--- src/rtl/mem_ctrl.sv ---
// mem_ctrl: byte-serial controller between an 8-bit RAM port and two word-level
// clients (instruction Fetcher and LoadStoreBuffer).
//
// Ports:
//   clk, rst                 clock (rising edge), asynchronous active-low reset
//   mem_din/mem_dout/mem_a/mem_wr
//                            RAM byte port; read data is valid one cycle after mem_a
//   io_buffer_full_in        stalls IO stores while high
//   if_request_in/if_address_in/if_ready_out/if_instruction_out
//                            fetch client: request pulse in, ready pulse + word out
//   lsb_request_in/lsb_rw_in/lsb_size_in/lsb_address_in/lsb_data_in
//   lsb_ready_out/lsb_data_out
//                            load/store client: request pulse in, ready pulse out
//   rob_rollback_in          squashes speculative reads (never stores or IO loads)
//
// Each request pulse is latched, arbitrated (LSB first) and split into
// little-endian byte transfers. All outputs are registered.
module mem_ctrl (
  input  logic        clk,
  input  logic        rst,
  input  logic [7:0]  mem_din,
  output logic [7:0]  mem_dout,
  output logic [31:0] mem_a,
  output logic        mem_wr,
  input  logic        io_buffer_full_in,
  input  logic        if_request_in,
  input  logic [31:0] if_address_in,
  output logic        if_ready_out,
  output logic [31:0] if_instruction_out,
  input  logic        lsb_request_in,
  input  logic        lsb_rw_in,
  input  logic [1:0]  lsb_size_in,
  input  logic [31:0] lsb_address_in,
  input  logic [31:0] lsb_data_in,
  output logic        lsb_ready_out,
  output logic [31:0] lsb_data_out,
  input  logic        rob_rollback_in
);

  typedef enum logic [1:0] {StIdle, StRead, StWrite} state_e;

  function automatic logic is_io(input logic [31:0] addr);
    return addr[17:16] == 2'b11;
  endfunction

  // Size 3 is illegal; it is treated like a word.
  function automatic logic [2:0] size_bytes(input logic [1:0] size);
    unique case (size)
      2'd0:    return 3'd1;
      2'd1:    return 3'd2;
      default: return 3'd4;
    endcase
  endfunction

  state_e      state_q, state_d;
  logic        if_pend_q, if_pend_d;
  logic [31:0] if_addr_q, if_addr_d;
  logic        lsb_pend_q, lsb_pend_d;
  logic        lsb_rw_q, lsb_rw_d;
  logic [1:0]  lsb_size_q, lsb_size_d;
  logic [31:0] lsb_addr_q, lsb_addr_d;
  logic [31:0] lsb_wdata_q, lsb_wdata_d;

  // Access in flight
  logic        cur_lsb_q, cur_lsb_d;
  logic        cur_io_q, cur_io_d;
  logic [31:0] base_q, base_d;
  logic [2:0]  nbytes_q, nbytes_d;
  logic [2:0]  edge_q, edge_d;     // index of the coming edge, counted from accept
  logic [31:0] wdata_q, wdata_d;
  logic [31:0] rdata_q, rdata_d;

  logic [7:0]  mem_dout_q, mem_dout_d;
  logic [31:0] mem_a_q, mem_a_d;
  logic        mem_wr_q, mem_wr_d;
  logic        if_ready_q, if_ready_d;
  logic [31:0] if_instr_q, if_instr_d;
  logic        lsb_ready_q, lsb_ready_d;
  logic [31:0] lsb_data_q, lsb_data_d;

  logic        busy_if, busy_lsb, lsb_blocked, lsb_squashable, lsb_go, if_go;
  logic [2:0]  rd_off;
  logic [1:0]  rd_idx;

  always_comb begin
    state_d     = state_q;
    if_pend_d   = if_pend_q;
    if_addr_d   = if_addr_q;
    lsb_pend_d  = lsb_pend_q;
    lsb_rw_d    = lsb_rw_q;
    lsb_size_d  = lsb_size_q;
    lsb_addr_d  = lsb_addr_q;
    lsb_wdata_d = lsb_wdata_q;
    cur_lsb_d   = cur_lsb_q;
    cur_io_d    = cur_io_q;
    base_d      = base_q;
    nbytes_d    = nbytes_q;
    edge_d      = edge_q;
    wdata_d     = wdata_q;
    rdata_d     = rdata_q;
    mem_dout_d  = mem_dout_q;
    mem_a_d     = mem_a_q;
    mem_wr_d    = 1'b0;
    if_ready_d  = 1'b0;
    if_instr_d  = if_instr_q;
    lsb_ready_d = 1'b0;
    lsb_data_d  = lsb_data_q;

    busy_if        = (state_q != StIdle) && !cur_lsb_q;
    busy_lsb       = (state_q != StIdle) && cur_lsb_q;
    lsb_blocked    = lsb_rw_q && is_io(lsb_addr_q) && io_buffer_full_in;
    lsb_squashable = !lsb_rw_q && !is_io(lsb_addr_q);
    // A pending access that the same edge's rollback squashes is never accepted.
    lsb_go = (state_q == StIdle) && lsb_pend_q && !lsb_blocked &&
             !(rob_rollback_in && lsb_squashable);
    if_go  = (state_q == StIdle) && !lsb_go && if_pend_q && !rob_rollback_in;
    rd_off = edge_q - 3'd2;
    rd_idx = rd_off[1:0];

    // Request latches; pulses while pending or in flight are ignored.
    if (if_go) if_pend_d = 1'b0;
    if (if_request_in && !if_pend_q && !busy_if) begin
      if_pend_d = 1'b1;
      if_addr_d = if_address_in;
    end
    if (rob_rollback_in) if_pend_d = 1'b0;

    if (lsb_go) lsb_pend_d = 1'b0;
    if (lsb_request_in && !lsb_pend_q && !busy_lsb) begin
      lsb_pend_d  = 1'b1;
      lsb_rw_d    = lsb_rw_in;
      lsb_size_d  = lsb_size_in;
      lsb_addr_d  = lsb_address_in;
      lsb_wdata_d = lsb_data_in;
    end
    if (rob_rollback_in && lsb_pend_q && lsb_squashable) lsb_pend_d = 1'b0;

    unique case (state_q)
      StIdle: begin
        if (lsb_go) begin
          cur_lsb_d = 1'b1;
          cur_io_d  = is_io(lsb_addr_q);
          base_d    = lsb_addr_q;
          nbytes_d  = size_bytes(lsb_size_q);
          edge_d    = 3'd1;
          mem_a_d   = lsb_addr_q;
          rdata_d   = '0;
          if (lsb_rw_q) begin
            state_d    = StWrite;
            wdata_d    = lsb_wdata_q;
            mem_wr_d   = 1'b1;
            mem_dout_d = lsb_wdata_q[7:0];
          end else begin
            state_d = StRead;
          end
        end else if (if_go) begin
          cur_lsb_d = 1'b0;
          cur_io_d  = 1'b0;
          base_d    = if_addr_q;
          nbytes_d  = 3'd4;
          edge_d    = 3'd1;
          mem_a_d   = if_addr_q;
          rdata_d   = '0;
          state_d   = StRead;
        end
      end
      StRead: begin
        // IO loads must finish: the device has already consumed the data.
        if (rob_rollback_in && !(cur_lsb_q && cur_io_q)) begin
          state_d = StIdle;
        end else begin
          if (edge_q < nbytes_q) mem_a_d = base_q + {29'd0, edge_q};
          // Byte k arrives two edges after its address was driven.
          if (edge_q >= 3'd2) rdata_d[{rd_idx, 3'b000} +: 8] = mem_din;
          edge_d = edge_q + 3'd1;
          if (edge_q == nbytes_q + 3'd1) begin
            state_d = StIdle;
            if (cur_lsb_q) begin
              lsb_ready_d = 1'b1;
              lsb_data_d  = rdata_d;
            end else begin
              if_ready_d = 1'b1;
              if_instr_d = rdata_d;
            end
          end
        end
      end
      StWrite: begin
        if (edge_q < nbytes_q) begin
          mem_a_d    = base_q + {29'd0, edge_q};
          mem_dout_d = wdata_q[{edge_q[1:0], 3'b000} +: 8];
          mem_wr_d   = 1'b1;
          edge_d     = edge_q + 3'd1;
        end else begin
          state_d     = StIdle;
          lsb_ready_d = 1'b1;
        end
      end
      default: state_d = StIdle;
    endcase
  end

  always_ff @(posedge clk or negedge rst) begin
    if (!rst) begin
      state_q     <= StIdle;
      if_pend_q   <= 1'b0;
      if_addr_q   <= '0;
      lsb_pend_q  <= 1'b0;
      lsb_rw_q    <= 1'b0;
      lsb_size_q  <= '0;
      lsb_addr_q  <= '0;
      lsb_wdata_q <= '0;
      cur_lsb_q   <= 1'b0;
      cur_io_q    <= 1'b0;
      base_q      <= '0;
      nbytes_q    <= '0;
      edge_q      <= '0;
      wdata_q     <= '0;
      rdata_q     <= '0;
      mem_dout_q  <= '0;
      mem_a_q     <= '0;
      mem_wr_q    <= 1'b0;
      if_ready_q  <= 1'b0;
      if_instr_q  <= '0;
      lsb_ready_q <= 1'b0;
      lsb_data_q  <= '0;
    end else begin
      state_q     <= state_d;
      if_pend_q   <= if_pend_d;
      if_addr_q   <= if_addr_d;
      lsb_pend_q  <= lsb_pend_d;
      lsb_rw_q    <= lsb_rw_d;
      lsb_size_q  <= lsb_size_d;
      lsb_addr_q  <= lsb_addr_d;
      lsb_wdata_q <= lsb_wdata_d;
      cur_lsb_q   <= cur_lsb_d;
      cur_io_q    <= cur_io_d;
      base_q      <= base_d;
      nbytes_q    <= nbytes_d;
      edge_q      <= edge_d;
      wdata_q     <= wdata_d;
      rdata_q     <= rdata_d;
      mem_dout_q  <= mem_dout_d;
      mem_a_q     <= mem_a_d;
      mem_wr_q    <= mem_wr_d;
      if_ready_q  <= if_ready_d;
      if_instr_q  <= if_instr_d;
      lsb_ready_q <= lsb_ready_d;
      lsb_data_q  <= lsb_data_d;
    end
  end

  assign mem_dout           = mem_dout_q;
  assign mem_a              = mem_a_q;
  assign mem_wr             = mem_wr_q;
  assign if_ready_out       = if_ready_q;
  assign if_instruction_out = if_instr_q;
  assign lsb_ready_out      = lsb_ready_q;
  assign lsb_data_out       = lsb_data_q;

endmodule

--- config.mk ---
export PLATFORM = sky130hd
export DESIGN_NAME = mem_ctrl
export DESIGN_NICKNAME = d
export VERILOG_FILES = /design/src/rtl/mem_ctrl.sv
export SDC_FILE = /design/constraint.sdc
export NUM_CORES = 1
export LEC_CHECK = 0
export BUFFER_PORTS_ARGS = -buffer_cell sky130_fd_sc_hd__buf_2
export CELL_PAD_IN_SITES_DETAIL_PLACEMENT = 1
export CELL_PAD_IN_SITES_GLOBAL_PLACEMENT = 2
export CORE_MARGIN = 4
export CORE_UTILIZATION = 40
export CTS_CLUSTER_DIAMETER = 200
export DETAILED_ROUTE_END_ITERATION = 12
export PLACE_DENSITY = 0.92
export SLEW_MARGIN = 20
export SYNTH_ARGS = -nofsm -noshare
export SYNTH_HDL_FRONTEND = slang
export SYNTH_SLANG_ARGS = --single-unit
--- constraint.sdc ---
create_clock -name clk -period 5 [get_ports clk]
set_input_delay 0.5 -clock clk [delete_from_list [all_inputs] [get_ports clk]]
set_output_delay 0.5 -clock clk [all_outputs]
set_load 0.05 [all_outputs]
==> metrics.cfg <==
[status]
run_status = finished, violations left
violations = hold timing

[place]
port_buffers = 219
gp_congestion = 0.808
pre_cts_ws_ps = 1430
dpl_cell_area_mm2 = 0.0153
hpwl_um = 26100

[die]
rows = 67
die_h_um = 194
fp.coreArea_mm2 = 0.0339
initial_core_util = 0.410
io_pins = 220
die_x_um = 194
die-area_mm2 = 0.0378

[global_routing]
antenna_found_initial = 8
grt_pass1_vias = 11100
overflow = 0
grt_max_degree = 117
grt_pass1_wl_um = 62200
grt.total_usage = 0.201

[pwr]
leakagePower_uw = 0.00764
irDropWorstVdd_v = 0.000504
power.density_mw_per_mm2 = 750

[detailed_routing]
via_per_inst = 5.31
wirelength_um = 38000
drc = 0
drtPass1Iterations = 5
wl_per_cell_um = 20.1
vias = 10000
ant_nets = 0
drtIter0Drc = 443

[clocking]
numClockSinks = 314
cts_hold_buf = 0
clock_tree.root_cell = clkbuf_16
worstSkewPairLatency_ps = 510
cts_tree = yes
clock_path_buffers = 3
cts_setup_buffers = 0
cts_buffers = 37
cts.clk_slew.worst_paths_ps = 60
htreeDepth = 2
ctsResizeCount = 0

[sta]
fin_tns_setup_ps = 0
setup_ws_ps = 1460
fin_skew_ps = 13.2
setup_violations = 0
post-route-period-util = 0.708
rsz0062_at_grt = false
whs_ps = -3.01
max_freq_mhz = 282
relSlewSlack = 0.337
worst-slew-pin-transition_ps = 995
hold_violations = 2
slew_violations = 0
min_period_ps = 3540

[worst_setup_path]
crit_fanout = 15
crit_family = simple AND/OR/NAND/NOR gates
r2r_end = rdata_q[1]$_DFFE_PN0P_
reg2reg_from = edge_q[0]$_DFFE_PN0P_
cp_cell_sequence = inv_1, ha_1, inv_1, nor3_2, nor2b_1, a22o_1, a22o_1
crit_path_start_kind = register
slowest_stage = dfrtp_1
path_class = register to register
crit_buf_inv = 2
reg2reg_slack_ps = 1460
rr_worst_depth = 7
required_ps = 5440
crit_path_end_kind = register
cpPeakStageDelay_ps = 980
crit_arrival_ps = 3990

[yosys]
synth_flop_cell = dfrtp_1
synthCells = 1213
syn_nets = 1344
yosysWarningCount = 0
synth.ff_latch_count = 314
synth_edf_count = 0
async_flop_share = 1.00
avgSynthCellArea_um2 = 11.4
syn_area_mm2 = 0.0139
synthDistinctLibCells = 58
yosysSeqAreaShare = 0.566

[flow_run]
cap_violations = 0

[finish]
layout_common_cells = 314 x dfrtp_1, 218 x buf_2, 184 x nand2_1
final_common_cell = dfrtp_1
final_nets = 1546
design_area_mm2 = 0.0165
drive_gt1_frac = 0.308
syn_to_final_growth_pct = 19.0

[hold_path]
hp-class = primary input to async pin

[cell families after synthesis]
group / Yosys count / share of synthesized area
buffers and inverters: 90 / 0.0347
XOR/XNOR: 32 / 0.0202
adder cells (fa/ha/maj): 18 / 0.0168
AND/OR/NAND/NOR: 347 / 0.113
flip-flops: 314 / 0.566
AO/OA/AOI/OAI: 259 / 0.122
multiplexers: 153 / 0.127
[worst reg2reg max path, stage by stage, from the launching register on]
cell     delay (ps)
dfrtp_1         980
inv_1           420
ha_1            530
inv_1           150
nor3_2          540
nor2b_1         520
a22o_1          210
a22o_1          120
[per-layer routing]
| metal | wire, um | share of wire | vias to the layer above | global-route usage |
|---|---|---|---|---|
| li1 | - | - | 4677 | - |
| met2 | 18600 | 0.49 | 212 | 0.339 |
| met3 | 1760 | 0.046 | 58 | 0.0416 |
| met4 | 709 | 0.019 | 10 | 0.0513 |
| met5 | 69 | 0.0018 | - | 0 |
| met1 | 16800 | 0.44 | 5091 | 0.266 |
[power breakdown]
part           leakage (uW)  internal, uW  switching, uW  total (uW)
Clock              0.000604          1640           1050        2690
Combinational       0.00315          1790           3550        5350
Sequential          0.00388          3620            741        4360
[cell type report]
cell class	count	area (um^2)
diodes	3	7.51
clock buffers	55	1120
clock inverters	9	103
fillers	3727	17300
inverters	16	60.1
multi-input cells	809	5570
flip-flops and latches	314	7860
well taps	448	561
repair buffers	237	1250
[stage by stage]
step           power [uW]  std cells  utilization
4_1_cts             12600       1888        0.488
3_5_place_dp         9810       1824        0.452
3_3_place_gp         9540       1824        0.452
5_1_grt             13300       1891        0.488
6_report            12400       1891        0.488
2_1_floorplan        8310       1213            -
[synthesized netlist by cell type, drive strengths merged, types with 4 or more instances]
master | n | area, um^2
ha | 17 | 213
nand4 | 8 | 50.1
a22o | 40 | 370
a21oi | 91 | 474
nand2 | 187 | 724
nor4 | 4 | 70.1
nor2 | 85 | 319
nand2b | 7 | 43.8
and3 | 9 | 56.3
a22oi | 32 | 240
o221ai | 11 | 114
clkdlybuf4s25 | 8 | 80.1
a21o | 7 | 55.1
mux4 | 8 | 180
inv | 16 | 60.1
dfrtp | 314 | 7860
mux2i | 41 | 410
nor3 | 17 | 90.1
clkbuf | 34 | 158
xor2 | 14 | 123
mux2 | 104 | 1170
buf | 32 | 184
o21ai | 62 | 314
nand3 | 15 | 75.1
xnor2 | 18 | 158
[registers in the layout, indices dropped and copies added, names as in the netlist, 3 cells and up]
register and count:
lsb_data_out 32, wdata_q 32, if_instruction_out 32, rdata_q 32, base_q 32, edge_q 3, nbytes_q 3, lsb_addr_q 32
if_addr_q 32, mem_dout 8, lsb_wdata_q 32, mem_a 32
[how the worst max path moves through the flow]
stage | cells past startpoint | from | to | slack [ps]
floorplan | 9 | edge_q[1]$_DFFE_PN0P_ | mem_a[28]$_DFFE_PN0P_ | 2200
global placement | 7 | edge_q[0]$_DFFE_PN0P_ | rdata_q[4]$_DFFE_PN0P_ | 1640
detailed placement | 6 | edge_q[0]$_DFFE_PN0P_ | if_instruction_out[25]$_DFFE_PN0P_ | 1430
CTS | 6 | edge_q[0]$_DFFE_PN0P_ | if_instruction_out[31]$_DFFE_PN0P_ | 1390
global route | 7 | edge_q[0]$_DFFE_PN0P_ | rdata_q[1]$_DFFE_PN0P_ | 1120
finish | 7 | edge_q[0]$_DFFE_PN0P_ | rdata_q[1]$_DFFE_PN0P_ | 1460
Power figures use the tool's default switching activity.
